===== config.mk =====
export PLATFORM = sky130hd
export DESIGN_NAME = btn_debounce_flat
export DESIGN_NICKNAME = d
export VERILOG_FILES = /design/src/rtl/btn_debounce_if.sv /design/src/rtl/btn_debounce.sv /design/src/flat_wrapper.sv
export SDC_FILE = /design/constraint.sdc
export NUM_CORES = 1
export LEC_CHECK = 0
export CORE_UTILIZATION = 29
export DETAILED_ROUTE_END_ITERATION = 8
export PLACE_DENSITY_LB_ADDON = 0.12
export SLEW_MARGIN = 15
export SYNTH_ARGS = -nofsm -noshare
export SYNTH_HDL_FRONTEND = slang
export SYNTH_SLANG_ARGS = --single-unit

===== constraint.sdc =====
create_clock -name clk -period 2.4 [get_ports clk]
set_input_delay 0.48 -clock clk [delete_from_list [all_inputs] [get_ports clk]]
set_output_delay 0.48 -clock clk [all_outputs]
set_load 0.005 [all_outputs]

===== src/rtl/btn_debounce_if.sv =====
// Button conditioner bundle: raw pin toward the debouncer, clean level and events back.
// The bench or board wrapper holds the master side; btn_debounce holds the slave side.
interface btn_debounce_if;
    logic btn_in;
    logic btn_level;
    logic btn_press;
    logic btn_release;
    logic btn_long;
    logic btn_held;

    modport master (
        output btn_in,
        input  btn_level,
        input  btn_press,
        input  btn_release,
        input  btn_long,
        input  btn_held
    );

    modport slave (
        input  btn_in,
        output btn_level,
        output btn_press,
        output btn_release,
        output btn_long,
        output btn_held
    );
endinterface


===== src/rtl/btn_debounce.sv =====
// Push-button conditioner: synchroniser, run-length debounce FSM, and registered
// level/press/release/long-press outputs for the LED/PWM logic.
module btn_debounce #(
    parameter int SYNC_STAGES     = 2,
    parameter int DEBOUNCE_CYCLES = 250000,
    parameter int LONG_CYCLES     = 25000000,
    parameter int ACTIVE_LOW      = 0,
    parameter int CTR_WIDTH       = 25
) (
    input  logic           clk,
    input  logic           rst_n,
    btn_debounce_if.slave  bus
);

    localparam logic                 INACTIVE  = logic'(ACTIVE_LOW != 0);
    localparam logic [CTR_WIDTH-1:0] DB_LAST   = CTR_WIDTH'(DEBOUNCE_CYCLES - 1);
    localparam logic [CTR_WIDTH-1:0] LONG_LAST = CTR_WIDTH'(LONG_CYCLES - 1);
    localparam logic [CTR_WIDTH-1:0] CTR_ONE   = CTR_WIDTH'(1);

    typedef enum logic [2:0] {
        IDLE,
        PRESS_WAIT,
        PRESSED,
        LONG_HELD,
        RELEASE_WAIT
    } state_t;

    logic [SYNC_STAGES-1:0] sync;
    logic                   s;

    state_t                 state, state_next, prev_state;
    logic [CTR_WIDTH-1:0]   dbctr, dbctr_next;
    logic [CTR_WIDTH-1:0]   lctr, lctr_next;
    logic                   origin_long, origin_next;

    logic level_next, press_next, release_next, long_next, held_next;

    // Synchroniser stage: parks at the idle pin level during reset.
    always_ff @(posedge clk) begin
        if (!rst_n) begin
            sync <= {SYNC_STAGES{INACTIVE}};
        end else begin
            sync <= {sync[SYNC_STAGES-2:0], bus.btn_in};
        end
    end

    assign s = sync[SYNC_STAGES-1] ^ INACTIVE;

    // FSM / counter stage
    always_ff @(posedge clk) begin
        if (!rst_n) begin
            state       <= IDLE;
            prev_state  <= IDLE;
            dbctr       <= '0;
            lctr        <= '0;
            origin_long <= 1'b0;
        end else begin
            state       <= state_next;
            prev_state  <= state;
            dbctr       <= dbctr_next;
            lctr        <= lctr_next;
            origin_long <= origin_next;
        end
    end

    always_comb begin
        state_next  = state;
        dbctr_next  = dbctr;
        lctr_next   = lctr;
        origin_next = origin_long;
        case (state)
            IDLE: begin
                if (s) begin
                    state_next = PRESS_WAIT;
                    dbctr_next = CTR_ONE;
                end
            end
            PRESS_WAIT: begin
                if (!s) begin
                    state_next = IDLE;
                end else if (dbctr == DB_LAST) begin
                    state_next = PRESSED;
                    lctr_next  = '0;
                end else begin
                    dbctr_next = dbctr + CTR_ONE;
                end
            end
            PRESSED: begin
                // A release sample wins over the long terminal count.
                if (!s) begin
                    state_next  = RELEASE_WAIT;
                    dbctr_next  = CTR_ONE;
                    origin_next = 1'b0;
                end else if (lctr == LONG_LAST) begin
                    state_next = LONG_HELD;
                end else begin
                    lctr_next = lctr + CTR_ONE;
                end
            end
            LONG_HELD: begin
                if (!s) begin
                    state_next  = RELEASE_WAIT;
                    dbctr_next  = CTR_ONE;
                    origin_next = 1'b1;
                end
            end
            RELEASE_WAIT: begin
                if (s) begin
                    state_next = origin_long ? LONG_HELD : PRESSED;
                end else if (dbctr == DB_LAST) begin
                    state_next = IDLE;
                end else begin
                    dbctr_next = dbctr + CTR_ONE;
                end
            end
            default: begin
                state_next = IDLE;
            end
        endcase
    end

    // Output stage: pulses fire on the first cycle of a state, keyed on the state it came from,
    // so bouncing back out of RELEASE_WAIT never re-emits press or long.
    always_comb begin
        level_next   = (state == PRESSED) || (state == LONG_HELD) || (state == RELEASE_WAIT);
        press_next   = (state == PRESSED)   && (prev_state == PRESS_WAIT);
        long_next    = (state == LONG_HELD) && (prev_state == PRESSED);
        release_next = (state == IDLE)      && (prev_state == RELEASE_WAIT);
        held_next    = (state == LONG_HELD) || ((state == RELEASE_WAIT) && origin_long);
    end

    always_ff @(posedge clk) begin
        if (!rst_n) begin
            bus.btn_level   <= 1'b0;
            bus.btn_press   <= 1'b0;
            bus.btn_release <= 1'b0;
            bus.btn_long    <= 1'b0;
            bus.btn_held    <= 1'b0;
        end else begin
            bus.btn_level   <= level_next;
            bus.btn_press   <= press_next;
            bus.btn_release <= release_next;
            bus.btn_long    <= long_next;
            bus.btn_held    <= held_next;
        end
    end

endmodule

===== src/flat_wrapper.sv =====
// flat-port wrapper written by rule: the top's interface ports become plain ports
module btn_debounce_flat 
#(
    parameter int SYNC_STAGES     = 2,
    parameter int DEBOUNCE_CYCLES = 250000,
    parameter int LONG_CYCLES     = 25000000,
    parameter int ACTIVE_LOW      = 0,
    parameter int CTR_WIDTH       = 25
)
  (clk, rst_n, bus_btn_in, bus_btn_level, bus_btn_press, bus_btn_release, bus_btn_long, bus_btn_held);
  btn_debounce_if bus_i ();
  input  logic clk;
  input  logic rst_n;
  input wire logic [$bits(bus_i.btn_in)-1:0] bus_btn_in;
  output wire logic [$bits(bus_i.btn_level)-1:0] bus_btn_level;
  output wire logic [$bits(bus_i.btn_press)-1:0] bus_btn_press;
  output wire logic [$bits(bus_i.btn_release)-1:0] bus_btn_release;
  output wire logic [$bits(bus_i.btn_long)-1:0] bus_btn_long;
  output wire logic [$bits(bus_i.btn_held)-1:0] bus_btn_held;
  assign bus_i.btn_in = bus_btn_in;
  assign bus_btn_level = bus_i.btn_level;
  assign bus_btn_press = bus_i.btn_press;
  assign bus_btn_release = bus_i.btn_release;
  assign bus_btn_long = bus_i.btn_long;
  assign bus_btn_held = bus_i.btn_held;
  btn_debounce #(.SYNC_STAGES(SYNC_STAGES), .DEBOUNCE_CYCLES(DEBOUNCE_CYCLES), .LONG_CYCLES(LONG_CYCLES), .ACTIVE_LOW(ACTIVE_LOW), .CTR_WIDTH(CTR_WIDTH)) u_core (.clk(clk), .rst_n(rst_n), .bus(bus_i));
endmodule

==> flow_summary.json <==
{
  "status": "complete, but fails checks",
  "violations": "design-rule violations",
  "drtIter0Drc": 206,
  "crit_chain": "or4b_4 -> nor4_4 -> buf_4 -> a21oi_2 -> or2_4 -> a311o_1",
  "synth_top_area_share_pct": 36.42,
  "seq_area_um2": 1282,
  "place.gp.congestion": 0.7815,
  "r2r_slack_ns": 0.12,
  "syn_to_final_growth_pct": 22.76,
  "start_kind": "flop",
  "synth.cell_area_um2": 3518,
  "dieWidth_um": 112.1,
  "cts_root_buf": "clkbuf_16",
  "wl_per_cell_um": 15.98,
  "cts.htree.levels": 3,
  "cellLeakagePower_uw": 0.001463,
  "grt_start_max_net_pins": 20,
  "syn_inst": 420,
  "grt_usage_pct": 16.30,
  "avgSynthCellArea_um2": 8.377,
  "drv_slew": 0,
  "period_share_pct": 94.80,
  "final_area_um2": 4319,
  "clk_latency_ns": 0.34,
  "antenna_found_initial": 0,
  "cts_buffers": 9,
  "power_per_cell_area_nw_per_um2": 629.5,
  "fin_setup_tns_ns": 0,
  "period_minus_slack_ns": 2.275,
  "drtPass1Iterations": 6,
  "maxCapViolCount": 0,
  "tritoncts": "yes",
  "final-instance-count-excl-fill": 604,
  "slowest_stage": "or4b_4",
  "synth_edf_count": 0,
  "crit-reg2reg-launch": "u_core.dbctr[6]",
  "cp_data_arrival_time_ns": 2.50,
  "start_util_pct": 30.30,
  "relSlewSlack_pct": 43.90,
  "clk_path_buf_depth": 2,
  "ant_nets": 0,
  "grt_pass1_vias": 3202,
  "totalWireLength_um": 9650,
  "ctsHoldBuffers": 0,
  "ys_ff_latch": 64,
  "final_layout_size_suffix_gt1_share_pct": 18.44,
  "rows": 39,
  "async_flop_share_pct": 0,
  "wl_met3_um": 322,
  "rsz0062_at_grt": "false",
  "cp_max_fo": 10,
  "wl_met2_um": 4456,
  "yosysWarnings": 0,
  "dpl_cell_area_um2": 3926,
  "overflow": 0,
  "finalSetupViolCount": 0,
  "yosysMostFrequentCell": "dfxtp_1",
  "worst_pin_slew_ns": 0.8400,
  "vias": 3335,
  "grt_pass1_wl_um": 16240,
  "hold_class": "reg2reg",
  "cp_data_required_time_ns": 2.62,
  "endpoint_kind": "flop",
  "diodes": 0,
  "yosys-top-cells-area": "dfxtp_1, a21oi_1, o21ai_0",
  "ys.flop_type": "dfxtp_1",
  "clock-sinks": 64,
  "final.fill_count": 1222,
  "worstSetupPathType": "reg2reg",
  "fmax_mhz": 439.5,
  "startpoint": "u_core.dbctr[6]",
  "drt-vias-per-instance": 5.522,
  "core_um2": 11610,
  "min_from": "u_core.sync[0]",
  "synth.net_count": 425,
  "multi_input_area_um2": 2088,
  "die_area_um2": 12580,
  "finalNetCount": 461,
  "portBuffers": 7,
  "ys_types": 73,
  "synthTopCellsByCount": "dfxtp_1, a21oi_1, nand2_1, nor2_1, o21ai_0",
  "cpPeakStageDelay_ns": 0.55,
  "drt-met1-wl_um": 4735,
  "seq_area_frac_synth_pct": 36.42,
  "design.portCount": 8,
  "die_height_um": 112.1,
  "clk_pin_slew_ns": 0.06,
  "fin_skew_ns": 0.009410,
  "drc": 1,
  "synth.largest_area_cell": "dfxtp_1",
  "dp_cells": 586,
  "hpwlAfterDp_um": 6848,
  "routed.top_layer": "met4",
  "hold_viol_final": 0,
  "irDropWorstVdd_v": 0.0003025
}
## power breakdown
part / switching, uW / total [uW] / leakage (uW) / internal, uW
logic: 52.3 / 81.9 / 0.000778 / 29.6
registers: 1.59 / 1070 / 0.000516 / 1070
clock network: 522 / 1570 / 0.000169 / 1050
## area by class of cell
cell class	instances	share of cell area (%)
clock inverters	6	2.665
well taps	143	4.143
flip-flops and latches	64	29.69
clock buffers	10	5.533
inverters	6	0.5214
multi-input cells	325	48.35
repair buffers	50	9.096
## worst max-delay path, delay by kind of cell, from the launching register on
| kind | cells | cell delay, ns |
|---|---|---|
| AO/OA/AOI/OAI | 2 | 0.47 |
| buffers and inverters | 1 | 0.19 |
| flip-flops | 1 | 0.31 |
| AND/OR/NAND/NOR | 3 | 1.17 |
## sequential cells by signal, summed over array words and instances, names as in the netlist
signal / flops
u_core.bus.btn_long: 1
u_core.bus.btn_held: 1
u_core.prev_state: 3
u_core.dbctr: 25
u_core.lctr: 25
u_core.bus.btn_level: 1
u_core.state: 3
u_core.bus.btn_press: 1
u_core.origin_long: 1
u_core.sync: 2
u_core.bus.btn_release: 1
## cell families (layout without fill, tap and decap cells)
group	after synthesis	after routing	share of synthesized area (%)
AND/OR/NAND/NOR	195	195	31.51
XOR/XNOR	6	6	1.494
buffers and inverters	31	72	4.872
adder cells (fa/ha/maj)	2	2	0.7111
multiplexers	11	11	3.165
flip-flops	64	64	36.42
AO/OA/AOI/OAI	111	111	21.84
## through the flow
stage	utilization [%]	hold slack, ns	power [uW]	setup WS [ns]
6_report	37.19	0.4461	2719	0.1248
5_1_grt	37.19	0.4781	2811	0.01792
4_1_cts	36.86	0.4506	2755	0.003686
3_5_place_dp	33.81	0.4321	1172	0.01549
3_3_place_gp	33.81	0.4324	1172	0.01600
2_1_floorplan	-	0.4106	1140	0.1985
## layout by cell type, fill, tap and decap left out, types with 4 or more instances in the layout
cell,instances
a211oi_1,9
a21oi_1,31
a311o_1,4
and2_1,10
and3_1,8
and3_2,4
buf_4,43
clkbuf_16,9
clkdlybuf4s50_1,7
dfxtp_1,63
inv_1,6
mux2i_1,10
nand2_1,30
nand2b_1,7
nand3_1,23
nand4_1,14
nor2_1,30
nor3_1,17
nor4_1,7
o211ai_1,5
o21ai_0,24
o31ai_1,4
or3_1,16
or4_1,7
xor2_1,4
## layer usage
metal	vias up	GRT usage, %
li1	1672	-
met1	1596	21.40
met2	59	26.13
met3	8	3.672
met4	0	6.133
met5	-	0
## path summary, 6_finish.rpt
check                                  endpoint  cells after the start
worst max-delay path            u_core.lctr[17]                      6
worst max register to register  u_core.lctr[17]                      6
worst min register to register   u_core.sync[1]                      1
worst min-delay path             u_core.sync[1]                      1
## timing repair
item                                    CTS  global route
buffers inserted                          0             2
resized for setup                         0             5
endpoints found under the setup margin    0            13
Power figures use the tool's default switching activity.
